--- src/rtl/uart_int_ctrl.sv ---
`default_nettype none
// ============================================================================
// Module   : uart_int_ctrl
// Purpose  : 16550-style interrupt controller for the UART datapath. Tracks
//            pending sources (line status, RX data trigger, character timeout,
//            THR empty, modem status), arbitrates them by fixed priority and
//            drives a registered IIR code and IRQ line. Owns the character
//            timeout counter, clocked by the 16x baud enable tick.
// Ports    : PCLK/PRESET     clock, asynchronous active-high reset
//            enable          16x baud tick (one PCLK wide)
//            LCR, IER        line control, interrupt enables
//            FCR_trig        RX trigger level select
//            rx_fifo_count   RX FIFO occupancy
//            push/pop_rx_fifo, line_err   RX FIFO traffic and error pulses
//            tx_fifo_empty, tx_push       TX FIFO level and THR write
//            lsr_read, iir_read, msr_read, ms_change   CPU/modem events
//            IIR, IRQ        interrupt identification and request
//            lsr_err         sticky {BI,FE,PE,OE}
//            char_timeout    timeout pending flag
// Options  : define UART_CTI_EN to build the character-timeout counter/FSM and
//            the CTI priority slot; without it char_timeout is tied low.
// Revision : 1.0  initial release
// ============================================================================
module uart_int_ctrl #(
  parameter int FIFO_DEPTH = 16,
  parameter int TO_CHARS   = 4
) (
  input  logic                          PCLK,
  input  logic                          PRESET,
  input  logic                          enable,
  input  logic [7:0]                    LCR,
  input  logic [3:0]                    IER,
  input  logic [1:0]                    FCR_trig,
  input  logic [$clog2(FIFO_DEPTH):0]   rx_fifo_count,
  input  logic                          push_rx_fifo,
  input  logic                          pop_rx_fifo,
  input  logic [3:0]                    line_err,
  input  logic                          tx_fifo_empty,
  input  logic                          tx_push,
  input  logic                          lsr_read,
  input  logic                          iir_read,
  input  logic                          msr_read,
  input  logic                          ms_change,
  output logic [3:0]                    IIR,
  output logic                          IRQ,
  output logic [3:0]                    lsr_err,
  output logic                          char_timeout
);

  localparam int CW = $clog2(FIFO_DEPTH) + 1;

  logic [CW-1:0] trig_level;
  logic          rda_pend;
  logic          thre_pend;
  logic          ms_pend;
  logic          tx_empty_q;
  logic          thre_set;
  logic          thre_clr;
  logic [3:0]    next_iir;
  logic          cti_pend;

  always_comb begin
    trig_level = CW'(1);
    case (FCR_trig)
      2'b00:   trig_level = CW'(1);
      2'b01:   trig_level = CW'(4);
      2'b10:   trig_level = CW'(8);
      default: trig_level = CW'(14);
    endcase
  end

  assign rda_pend = (rx_fifo_count >= trig_level);

  // Line status: per-bit set has priority over the clearing LSR read.
  always_ff @(posedge PCLK or posedge PRESET) begin
    if (PRESET) begin
      lsr_err <= 4'b0000;
    end else begin
      lsr_err <= (lsr_read ? 4'b0000 : lsr_err) | (push_rx_fifo ? line_err : 4'b0000);
    end
  end

  // THRE is raised only on the empty edge, so an already-empty FIFO does not
  // re-raise it after the CPU has acknowledged it.
  assign thre_set = tx_fifo_empty & ~tx_empty_q;
  assign thre_clr = tx_push | (iir_read & (IIR == 4'b0010));

  always_ff @(posedge PCLK or posedge PRESET) begin
    if (PRESET) begin
      tx_empty_q <= 1'b0;
      thre_pend  <= 1'b0;
      ms_pend    <= 1'b0;
    end else begin
      tx_empty_q <= tx_fifo_empty;
      thre_pend  <= thre_set | (thre_pend & ~thre_clr);
      ms_pend    <= ms_change | (ms_pend & ~msr_read);
    end
  end

`ifdef UART_CTI_EN
  typedef enum logic [1:0] {
    TO_IDLE  = 2'd0,
    TO_COUNT = 2'd1,
    TO_FIRED = 2'd2
  } to_state_t;

  to_state_t  to_state;
  logic [9:0] to_cnt;
  logic [3:0] char_bits;
  logic [9:0] threshold;
  logic       unused_cti;

  // start + data(5..8) + parity + stop(1..2)
  assign char_bits = 4'd7 + {2'b00, LCR[1:0]} + {3'b000, LCR[3]} + {3'b000, LCR[2]};
  assign threshold = 10'({6'd0, char_bits} * 10'(16 * TO_CHARS));
  assign unused_cti = ^LCR[7:4];

  always_ff @(posedge PCLK or posedge PRESET) begin
    if (PRESET) begin
      to_state     <= TO_IDLE;
      to_cnt       <= 10'd0;
      char_timeout <= 1'b0;
    end else begin
      case (to_state)
        TO_IDLE: begin
          to_cnt       <= 10'd0;
          char_timeout <= 1'b0;
          if (rx_fifo_count != '0) to_state <= TO_COUNT;
        end
        TO_COUNT: begin
          if (rx_fifo_count == '0) begin
            to_state <= TO_IDLE;
            to_cnt   <= 10'd0;
          end else if (push_rx_fifo | pop_rx_fifo) begin
            to_cnt <= 10'd0;
          end else if (enable) begin
            // >= rather than == so that an LCR change lowering the threshold
            // below the running count still fires on the next tick.
            if (to_cnt >= threshold - 10'd1) begin
              to_state     <= TO_FIRED;
              char_timeout <= 1'b1;
              to_cnt       <= 10'd0;
            end else begin
              to_cnt <= to_cnt + 10'd1;
            end
          end
        end
        TO_FIRED: begin
          if (push_rx_fifo | pop_rx_fifo) begin
            char_timeout <= 1'b0;
            to_cnt       <= 10'd0;
            // Popping the last character empties the FIFO on this edge.
            if (pop_rx_fifo & ~push_rx_fifo & (rx_fifo_count == CW'(1)))
              to_state <= TO_IDLE;
            else
              to_state <= TO_COUNT;
          end else if (rx_fifo_count == '0) begin
            char_timeout <= 1'b0;
            to_state     <= TO_IDLE;
          end
        end
        default: begin
          to_state     <= TO_IDLE;
          to_cnt       <= 10'd0;
          char_timeout <= 1'b0;
        end
      endcase
    end
  end

  assign cti_pend = IER[0] & char_timeout;
`else
  logic unused_cti;

  assign char_timeout = 1'b0;
  assign cti_pend     = 1'b0;
  assign unused_cti   = ^{enable, LCR, pop_rx_fifo};
`endif

  always_comb begin
    next_iir = 4'b0001;
    if (IER[2] & (|lsr_err))    next_iir = 4'b0110;
    else if (IER[0] & rda_pend) next_iir = 4'b0100;
    else if (cti_pend)          next_iir = 4'b1100;
    else if (IER[1] & thre_pend) next_iir = 4'b0010;
    else if (IER[3] & ms_pend)  next_iir = 4'b0000;
  end

  // Held during an IIR read so the CPU sees a stable code.
  always_ff @(posedge PCLK or posedge PRESET) begin
    if (PRESET) begin
      IIR <= 4'b0001;
    end else if (!iir_read) begin
      IIR <= next_iir;
    end
  end

  assign IRQ = ~IIR[0];

endmodule
`default_nettype wire

--- config.mk ---
export PLATFORM = sky130hd
export DESIGN_NAME = uart_int_ctrl
export DESIGN_NICKNAME = d
export VERILOG_FILES = /design/src/rtl/uart_int_ctrl.sv
export SDC_FILE = /design/constraint.sdc
export NUM_CORES = 1
export LEC_CHECK = 0
export CORE_MARGIN = 2
export CORE_UTILIZATION = 35
export CTS_CLUSTER_SIZE = 40
export DETAILED_ROUTE_END_ITERATION = 6
export DONT_BUFFER_PORTS = 1
export PLACE_DENSITY_LB_ADDON = 0.08
export SYNTH_ARGS = -nofsm -noshare
export SYNTH_HDL_FRONTEND = slang
export SYNTH_SLANG_ARGS = --single-unit
--- constraint.sdc ---
create_clock -name PCLK -period 2.1 [get_ports PCLK]
set_input_delay 0.42 -clock PCLK [delete_from_list [all_inputs] [get_ports PCLK]]
set_output_delay 0.42 -clock PCLK [all_outputs]
set_load 0.005 [all_outputs]
After elaboration in Yosys (flattened, before gate mapping)
Index checks and enable logic that the tools add are counted.
Word-level totals
  flip-flop bits (word level): 11
  output and inout port bits: 10
  logic and storage cells: 34
  input port bits: 34
Cells by class
  reduce and logical (&&, ||, !) cells: 2
  multiplexer cells: 7
  bitwise gates (word level): 16
  eq/ne operators: 3
  magnitude comparators: 1
Operator list (number)
  one-hot mux 4 bit (3 select lines): 1
  bitwise AND 1 bit: 8
  2-to-1 mux 4 bit: 2
  2-to-1 mux 3 bit: 2
  greater-or-equal comparator 5 bit: 1
  equality test 4 x 2 -> 1 bit, second input constant: 1
  inverter 1 bit: 4
  OR 4 bit: 1
  OR reduction 4 bit: 1
  OR 1 bit: 3
  equality test 2 x 1 -> 1 bit, second input constant: 1
  equality test 2 bit, second input constant: 1
  zero test 2 bit: 1
  2-to-1 mux 2 bit: 1
  2-to-1 mux 1 bit: 1

Depth between registers and ports, before layout
Gate-level depths: netlist of run 1.
  word-level depth: 6
  mapped depth: 6
  depth with buffers taken out: 6

Worst setup path before layout of run 1
Ideal clock, no wire load.
  path type: input -> register
  start: input FCR_trig[1]
  end: register IIR[1]
  cell stages on the path: 6
  path buffers: 0
  arrival: 1.392 ns
  path slack: 0.604 ns
  setup time: 0.104 ns
  data required time: 1.996 ns
  cell sequence: inv_1 -> ha_1 -> nor4_1 -> o21ai_0 -> and3_1 -> a221oi_1
On the way
  longest elaborated chain between the ends: 6
  elaborated cells between the ends (all ways): 8
  classes of those cells: 1 x order compare; 2 x eq/ne; 3 x mux; 1 x bitwise; 1 x reduce/logical
Ends and longest elaborated chain
  from (decl): RTL line 33  | input logic [1:0] FCR_trig,
  equality test 2 bit, or another cell as far along: RTL line 64  | case (FCR_trig)
  one-hot mux 4 bit (3 select lines) (*): RTL line 64
  greater-or-equal comparator 5 bit (*): RTL line 72  | assign rda_pend = (rx_fifo_count >= trig_level);
  bitwise AND 1 bit (*): RTL line 183  | else if (IER[0] & rda_pend) next_iir = 4'b0100;
  2-to-1 mux 3 bit (*): RTL line 183
  2-to-1 mux 3 bit (*): RTL line 182  | if (IER[2] & (|lsr_err)) next_iir = 4'b0110;
  to (signal assigned): RTL line 194  | IIR <= next_iir;
  to (decl): RTL line 44  | output logic [3:0] IIR,
Every way passes the cells marked *; elsewhere a longest branch is shown, timed or not.
A chain may end at the register's enable or synchronous reset.

Final worst setup path of run 1
  start: register lsr_err[1]
  end: register IIR[0]
On the way
  longest elaborated chain between the ends: 3
Ends and longest elaborated chain
  from (decl): RTL line 46  | output logic [3:0] lsr_err,
  from (signal assigned): RTL line 79  | lsr_err <= (lsr_read ? 4'b0000 : lsr_err) | (push_rx_fifo ? line_err : 4'b0000);
  OR reduction 4 bit: RTL line 182
  bitwise AND 1 bit: RTL line 182
  2-to-1 mux 3 bit: RTL line 182
Every way passes these cells.

==> results of run 1 <==
[worst max-delay path: cells and delay by family, from the launching register on]
kind	cells	cell delay, ns
flip-flops	1	0.41
AND/OR/NAND/NOR	1	0.55
AO/OA/AOI/OAI	3	0.55
[power groups by stage]
stage | logic, W | clock network, W | registers, W
floorplan | 0.0000454 | 0 | 0.000229
global placement | 0.0000510 | 0 | 0.000233
detailed placement | 0.0000510 | 0 | 0.000233
CTS | 0.0000513 | 0.000174 | 0.000229
global route | 0.0000617 | 0.000187 | 0.000232
finish | 0.0000500 | 0.000166 | 0.000229
[per-layer routing]
metal | track usage | routed length, microns | vias up
li1 | - | - | 199
met1 | 0.141 | 408 | 158
met2 | 0.167 | 374 | 25
met3 | 0.108 | 139 | 0
met4 | 0.0364 | 0 | 0
met5 | 0 | 0 | -
[cell usage in the layout (no fill, tap or decap), drive strengths merged]
master  instances
dfrtp           9
and3            2
nor2b           2
nor4            1
nand3           1
conb            2
nand2           7
ha              4
o21ai           6
inv            14
a21oi           2
dfstp           1
a221oi          1
a21boi          1
nor2            2
a21o            1
a32o            1
o32ai           1
or4             1
clkbuf          4
[cells by family (layout without fill, tap and decap cells)]
| kind of cell | Yosys count | count (layout) | share of synthesized area |
|---|---|---|---|
| simple gates | 16 | 16 | 0.149 |
| buf+inv | 16 | 18 | 0.124 |
| compound gates | 13 | 13 | 0.166 |
| flops | 10 | 10 | 0.462 |
| fa+ha+maj | 4 | 4 | 0.0920 |
| other cells | 1 | 2 | 0.00689 |
[stage by stage]
stage | hold WS, ns | std cells | total power, W | area [sq um] | setup WS, ns
after floorplan | 0.259 | 61 | 0.000274 | 548 | 0.604
after global placement | 0.307 | 75 | 0.000284 | 553 | 0.433
after global routing | 0.0214 | 79 | 0.000481 | 589 | 0.458
after CTS | 0.0134 | 79 | 0.000454 | 589 | 0.512
final | 0.00923 | 79 | 0.000445 | 589 | 0.527
after detailed placement | 0.302 | 75 | 0.000284 | 553 | 0.448
[layout make-up]
| type | count | share of cell area |
|---|---|---|
| Clock buffer | 4 | 0.0616 |
| Inverter | 14 | 0.0892 |
| Multi-Input combinational cell | 35 | 0.389 |
| Sequential cell | 10 | 0.427 |
| Tap cell | 16 | 0.0340 |
[worst min-delay path by stage]
stage                      start  cells after the start          to  slack (ns)
final                     PRESET                      1  tx_empty_q       0.009
after global routing      PRESET                      1  tx_empty_q        0.02
after CTS                 PRESET                      1  tx_empty_q        0.01
after detailed placement  PRESET                      1  tx_empty_q        0.30
after global placement    PRESET                      1  tx_empty_q        0.31
after floorplan           PRESET                      1      IIR[1]        0.26
[sequential cells by signal, indices dropped and copies added, names as in the netlist]
signal	flops
IIR	3
lsr_err	4
ms_pend	1
thre_pend	1
tx_empty_q	1
==> reports/results.md, run 1 <==
## Final layout
* **area added between synthesis and finish** 8.28%
* **number of antenna repair diodes** 0
* **share of final-layout standard cells stronger than drive strength 1** 0.127
* **Finished Core Util** 0.396
* **footprint of the multi-input gates** 229 sq um
* **area taken by flip-flops and latches** 251 sq um
* **count of filler cells inserted in the layout** 159
* **post-layout net count** 102

## Setup path
* **worst setup path end** IIR[0]
* **reg2reg end** IIR[0]
* **worst-path fanout max** 3
* **category of the critical setup timing path** reg -> reg
* **kind of end point of the critical path** flip-flop
* **Worst Reg-to-Reg Cells** 4
* **Req. time, crit path** 2.31 ns
* **series of cell instances along the critical path** or4_4 -> a21oi_2 -> a21boi_2 -> a32o_1
* **largest stage delay on the critical path** 0.55 ns
* **slowest stage cell on the critical path** or4_4
* **Setup crit start kind** flip-flop
* **Crit. Startpoint** lsr_err[1]
* **reg-to-reg startpoint** lsr_err[1]
* **setup slack on the worst flop-to-flop path** 0.53 ns
* **Worst EP arrival** 1.78 ns

## Yosys
* **most numerous cell in the Yosys netlist** inv_1
* **per-instance average area after synthesis** 9.07 sq um
* **Synth Cell Area** 544 sq um
* **sequential element share of the synthesized area** 0.462
* **most common flop cell mapped by yosys** dfrtp_1
* **cell taking the most area after synthesis** dfrtp_1
* **async set or reset register ratio after synthesis** 1.00
* **synthesized flop and latch total** 10
* **most area-consuming cells after synthesis** dfrtp_1 41%, inv_1 9.7%, ha_1 9.2%, o21ai_0 5.5%, dfstp_2 4.8%
* **total number of yosys warnings** 0
* **cell count after synthesis** 60
* **synth cell count leaders** 14 x inv_1, 9 x dfrtp_1, 7 x nand2_1
* **Post-synth EDFFs** 0
* **number of unique standard cell types used by synthesis** 21
* **share of Yosys cell area claimed by the top area cell type** 0.414

## STA
* **total count of max-transition violations in the final report** 0
* **achievable frequency** 0.636 GHz
* **minimum period implied by the final worst setup slack** 1.57 ns
* **Final Hold Fails** 0
* **aggregate negative setup slack** 0 ns
* **fraction of the cycle the final worst path needs** 0.749
* **RSZ-0062 raised after global routing** false
* **setup skew after layout** 0.00527 ns
* **final setup violation count** 0

## Power
* **leakage power of the design** 0.306 nW
* **cell internal power dissipation** 0.000342 W
* **Peak VDD IR** 0.433 mV
* **net load switching power** 0.000103 W
* **relative contribution of the clock network to total power** 0.374
* **combinational fraction of design power** 0.112
* **switching part of the total** 0.232
* **Sequential Power Share** 0.514
* **pwr dens** 755 nW/um^2

## Placed design
* **number of buffer cells added on primary ports** 0
* **routability congestion estimate from global placement** 0.649
* **placed wire-length estimate after detailed placement** 797 microns

## Clock tree
* **clock buffer count from CTS** 3
* **# resized after CTS** 0
* **total setup buffers inserted after CTS** 0
* **maximum root-to-sink buffer count** 2
* **clock latency at the later pin of the worst-skew pair** 0.26 ns
* **clock root buffer** clkbuf_4
* **H-tree depth** 1
* **number of hold buffers added after CTS** 0
* **number of sinks handled by clock tree synthesis** 10
* **clock slew seen by the registers of the worst setup and hold paths** 0.06 ns
* **clock tree from TritonCTS** done

## GRT
* **number of antenna violations at the first check in global routing** 0
* **global-route wire length before repair** 1.64 mm
* **GRT Residual Overflow** 0
* **number of global-route vias before repair** 430
* **Total Routing Usage GR** 0.123
* **maximum number of pins on one net before global-route repair** 11

## Floorplanning
* **width of the chip** 43.4 microns
* **core region area** 1490 sq um
* **Die Outline Area** 1890 sq um
* **effective utilization at floorplan** 0.366
* **Die Height** 43.4 microns
* **# IOs** 44
* **count of standard-cell rows** 14

## Routing
* **antenna viol nets, final** 0
* **total length of routed wires** 921 microns
* **total number of vias** 382
* **Detailed Routing Iterations Pass 1** 2
* **number of DRC markers after the initial detailed-route iteration** 5
* **number of vias per cell after detailed routing** 4.84
* **Routed wire per std cell** 11.7 microns
* **remaining routing DRC violations** 0

## Worst hold path
* **HP Class** in -> async

## Outcome
* **result of the run** completed

## Job
* **number of violations of the max-capacitance limit** 0

No activity file was read; power rests on OpenSTA's default activity.
==> run 2: changes to the inputs <==
==> constraint.sdc (replaced) <==
create_clock -name PCLK -period 1.27 [get_ports PCLK]
set_input_delay 0.254 -clock PCLK [delete_from_list [all_inputs] [get_ports PCLK]]
set_output_delay 0.254 -clock PCLK [all_outputs]
set_load 0.005 [all_outputs]
==> run 2 against run 1 <==
- critical path depth unchanged
- first-iteration DRC count down 80%
- critical endpoint unchanged
- combinational power up 140%
- total power up 61%
- die area unchanged
- core utilization up 4.7 points
- setup slack worse by 0.72 ns
- sequential power up 63%
- via count up 9.2%
- largest cell class unchanged
- the flow now finishes with violations (negative setup slack)
- sequential cell count unchanged
- clock skew down 0.0012 ns
==> reports/results.md, run 2 (synthesis results as in run 1) <==
## Setup path
* **Worst EP arrival** 1.67 ns, -0.11 ns
* **worst-path fanout max** 2, -1
* **largest stage delay on the critical path** 0.54 ns, about the same
* **reg-to-reg startpoint** lsr_err[1]
* **buffers and inverters on the worst path** 0, unchanged
* **kind of end point of the critical path** flip-flop
* **Req. time, crit path** 1.47 ns, -0.84 ns
* **Crit. Startpoint** lsr_err[1]
* **category of the critical setup timing path** reg -> reg
* **slowest stage cell on the critical path** or4_4
* **series of cell instances along the critical path** or4_4 -> a21oi_4 -> a21boi_2 -> a32o_1
* **dominant delay contributor by cell family on the critical path** simple AND/OR/NAND/NOR gates
* **Setup crit start kind** flip-flop

## Routing
* **number of vias per cell after detailed routing** 4.79, -0.88%
* **Routed wire per std cell** 11.5 microns, -1.7%
* **total length of routed wires** 997 microns, +8.3%
* **number of DRC markers after the initial detailed-route iteration** 1, -4
* **total number of vias** 417, +9.2%
* **antenna viol nets, final** 0, unchanged
* **Detailed Routing Iterations Pass 1** 2, unchanged
* **remaining routing DRC violations** 0, unchanged

## GRT
* **global-route wire length before repair** 1.59 mm, -3.0%
* **number of global-route vias before repair** 389, -9.5%
* **GRT Residual Overflow** 0, unchanged
* **number of antenna violations at the first check in global routing** 0, unchanged
* **Total Routing Usage GR** 0.123, +0.000335
* **maximum number of pins on one net before global-route repair** 11, unchanged

## STA
* **final setup slack of the worst path** -0.196 ns, -0.723 ns
* **minimum period implied by the final worst setup slack** 1.47 ns, -0.107 ns
* **total count of max-transition violations in the final report** 0, unchanged
* **fraction of the cycle the final worst path needs** 1.15, +0.405
* **achievable frequency** 0.682 GHz, +7.3%
* **setup skew after layout** 0.00402 ns, -0.00125 ns
* **Final Hold Fails** 0, unchanged
* **RSZ-0062 raised after global routing** true
* **final setup violation count** 3, +3

## Floorplanning
* **width of the chip** 43.4 microns, unchanged
* **Die Height** 43.4 microns, unchanged
* **Die Outline Area** 1890 sq um, unchanged
* **count of standard-cell rows** 14, unchanged
* **effective utilization at floorplan** 0.366, unchanged
* **core region area** 1490 sq um, unchanged
* **# IOs** 44, unchanged

## Clock tree
* **maximum root-to-sink buffer count** 2, unchanged
* **clock buffer count from CTS** 3, unchanged
* **clock slew seen by the registers of the worst setup and hold paths** 0.06 ns, about the same
* **clock tree from TritonCTS** done
* **clock latency at the later pin of the worst-skew pair** 0.26 ns, about the same
* **clock root buffer** clkbuf_4
* **H-tree depth** 1, unchanged
* **number of sinks handled by clock tree synthesis** 10, unchanged

## Final layout
* **most frequent standard cell in the layout excluding fill and tap cells** inv_1
* **count of filler cells inserted in the layout** 149, -6.3%
* **number of flip-flops in the largest register** 4, unchanged
* **area added between synthesis and finish** 21.1%
* **registers with the highest flip-flop counts** lsr_err (4), IIR (3)
* **commonest cells after routing, fill and taps aside** 14 x inv_1, 9 x dfrtp_1, 7 x nand2_1
* **Top reg by flops** lsr_err
* **footprint of the multi-input gates** 240 sq um, +4.9%
* **number of antenna repair diodes** 0, unchanged
* **area taken by flip-flops and latches** 251 sq um, unchanged
* **post-layout net count** 110, +7.8%
* **share of final-layout standard cells stronger than drive strength 1** 0.197, +0.0702

## Worst hold path
* **Worst Hold Launch** lsr_read
* **HP Class** in -> reg

## Outcome
* **result of the run** finished, violations left
* **violated checks** negative setup slack

## Power
* **pwr dens** 1090 nW/um^2, +44%
* **net load switching power** 0.000177 W, +72%
* **leakage power of the design** 0.341 nW, +11%
* **combinational fraction of design power** 0.170, +0.058
* **Peak VDD IR** 0.565 mV, +31%
* **cell internal power dissipation** 0.000539 W, +58%
* **Overall Power** 0.000716 W, +61%
* **relative contribution of the clock network to total power** 0.310, -0.064
* **switching part of the total** 0.247, +0.0157
* **Sequential Power Share** 0.520, +0.006

## Placed design
* **number of buffer cells added on primary ports** 0, unchanged
* **placed wire-length estimate after detailed placement** 821 microns, +3.0%
* **routability congestion estimate from global placement** 0.637, -1.9%
* **worst slack after detailed placement** -0.177 ns, -0.625 ns

## Job
* **number of violations of the max-capacitance limit** 0, unchanged

[run 2: cell types whose count changed in the layout (fill, tap and decap cells not counted)]
cell / delta
buf_4: +5
dlygate4sd3_1: +2
a21oi_1: -1
a21oi_4: +1
buf_6: +1
clkbuf_1: +1
clkbuf_8: -1
[run 2: area by class of cell]
cell class                 instances  area share
sequential                        10       0.381
multi-input combinational         35       0.364
inverter                          14      0.0797
tap                               16      0.0304
timing repair buffer               8       0.104
clock buffer                       4      0.0398
[run 2: power groups by stage]
stage	Sequential (W)	Combinational [W]	Clock (W)
2_1_floorplan	0.000378	0.0000751	0
5_1_grt	0.000375	0.000140	0.000253
3_3_place_gp	0.000378	0.000108	0
3_5_place_dp	0.000379	0.000110	0
6_report	0.000373	0.000122	0.000222
4_1_cts	0.000373	0.000115	0.000235
[run 2: metrics by stage]
stage               hold WS (ns)  area (sq um)  instances  utilization  TNS (ns)
detailed placement         0.144           591         80        0.397    -0.402
finish                    0.0777           659         87        0.443    -0.510
CTS                      0.00946           631         85        0.424    -0.408
global placement           0.144           591         80        0.397    -0.394
floorplan                 0.0935           548         61            -    -0.337
global route              0.0604           659         87        0.443    -0.659
[run 2: path summary, 6_finish.rpt]
kind,to,slack (ns),cells after the start
min reg2reg,thre_pend,0.43,1
min,lsr_err[0],0.08,1
min in group asynchronous,lsr_err[0],0.40,2
max reg2reg,IIR[0],-0.20,4
max in group asynchronous,IIR[0],0.56,2
max,IIR[0],-0.20,4
[run 2: what timing repair did]
action                                  4_1_cts  5_1_grt
hold endpoints to repair                      9        1
gates resized for setup                       1        2
hold buffers                                  1        1
setup buffers                                 0        1
endpoints found under the setup margin        3        3
[run 2: worst register-to-register path, stage by stage, from the launching register on]
cell and delay, ns:
dfrtp_1 0.38, or4_4 0.54, a21oi_4 0.14, a21boi_2 0.18, a32o_1 0.17
[run 2: layer usage]
layer / wire (microns) / vias to the layer above / GRT usage
li1: - / 215 / -
met1: 394 / 172 / 0.121
met2: 454 / 25 / 0.182
met3: 124 / 5 / 0.0833
met4: 23 / 0 / 0.0909
met5: 0 / - / 0
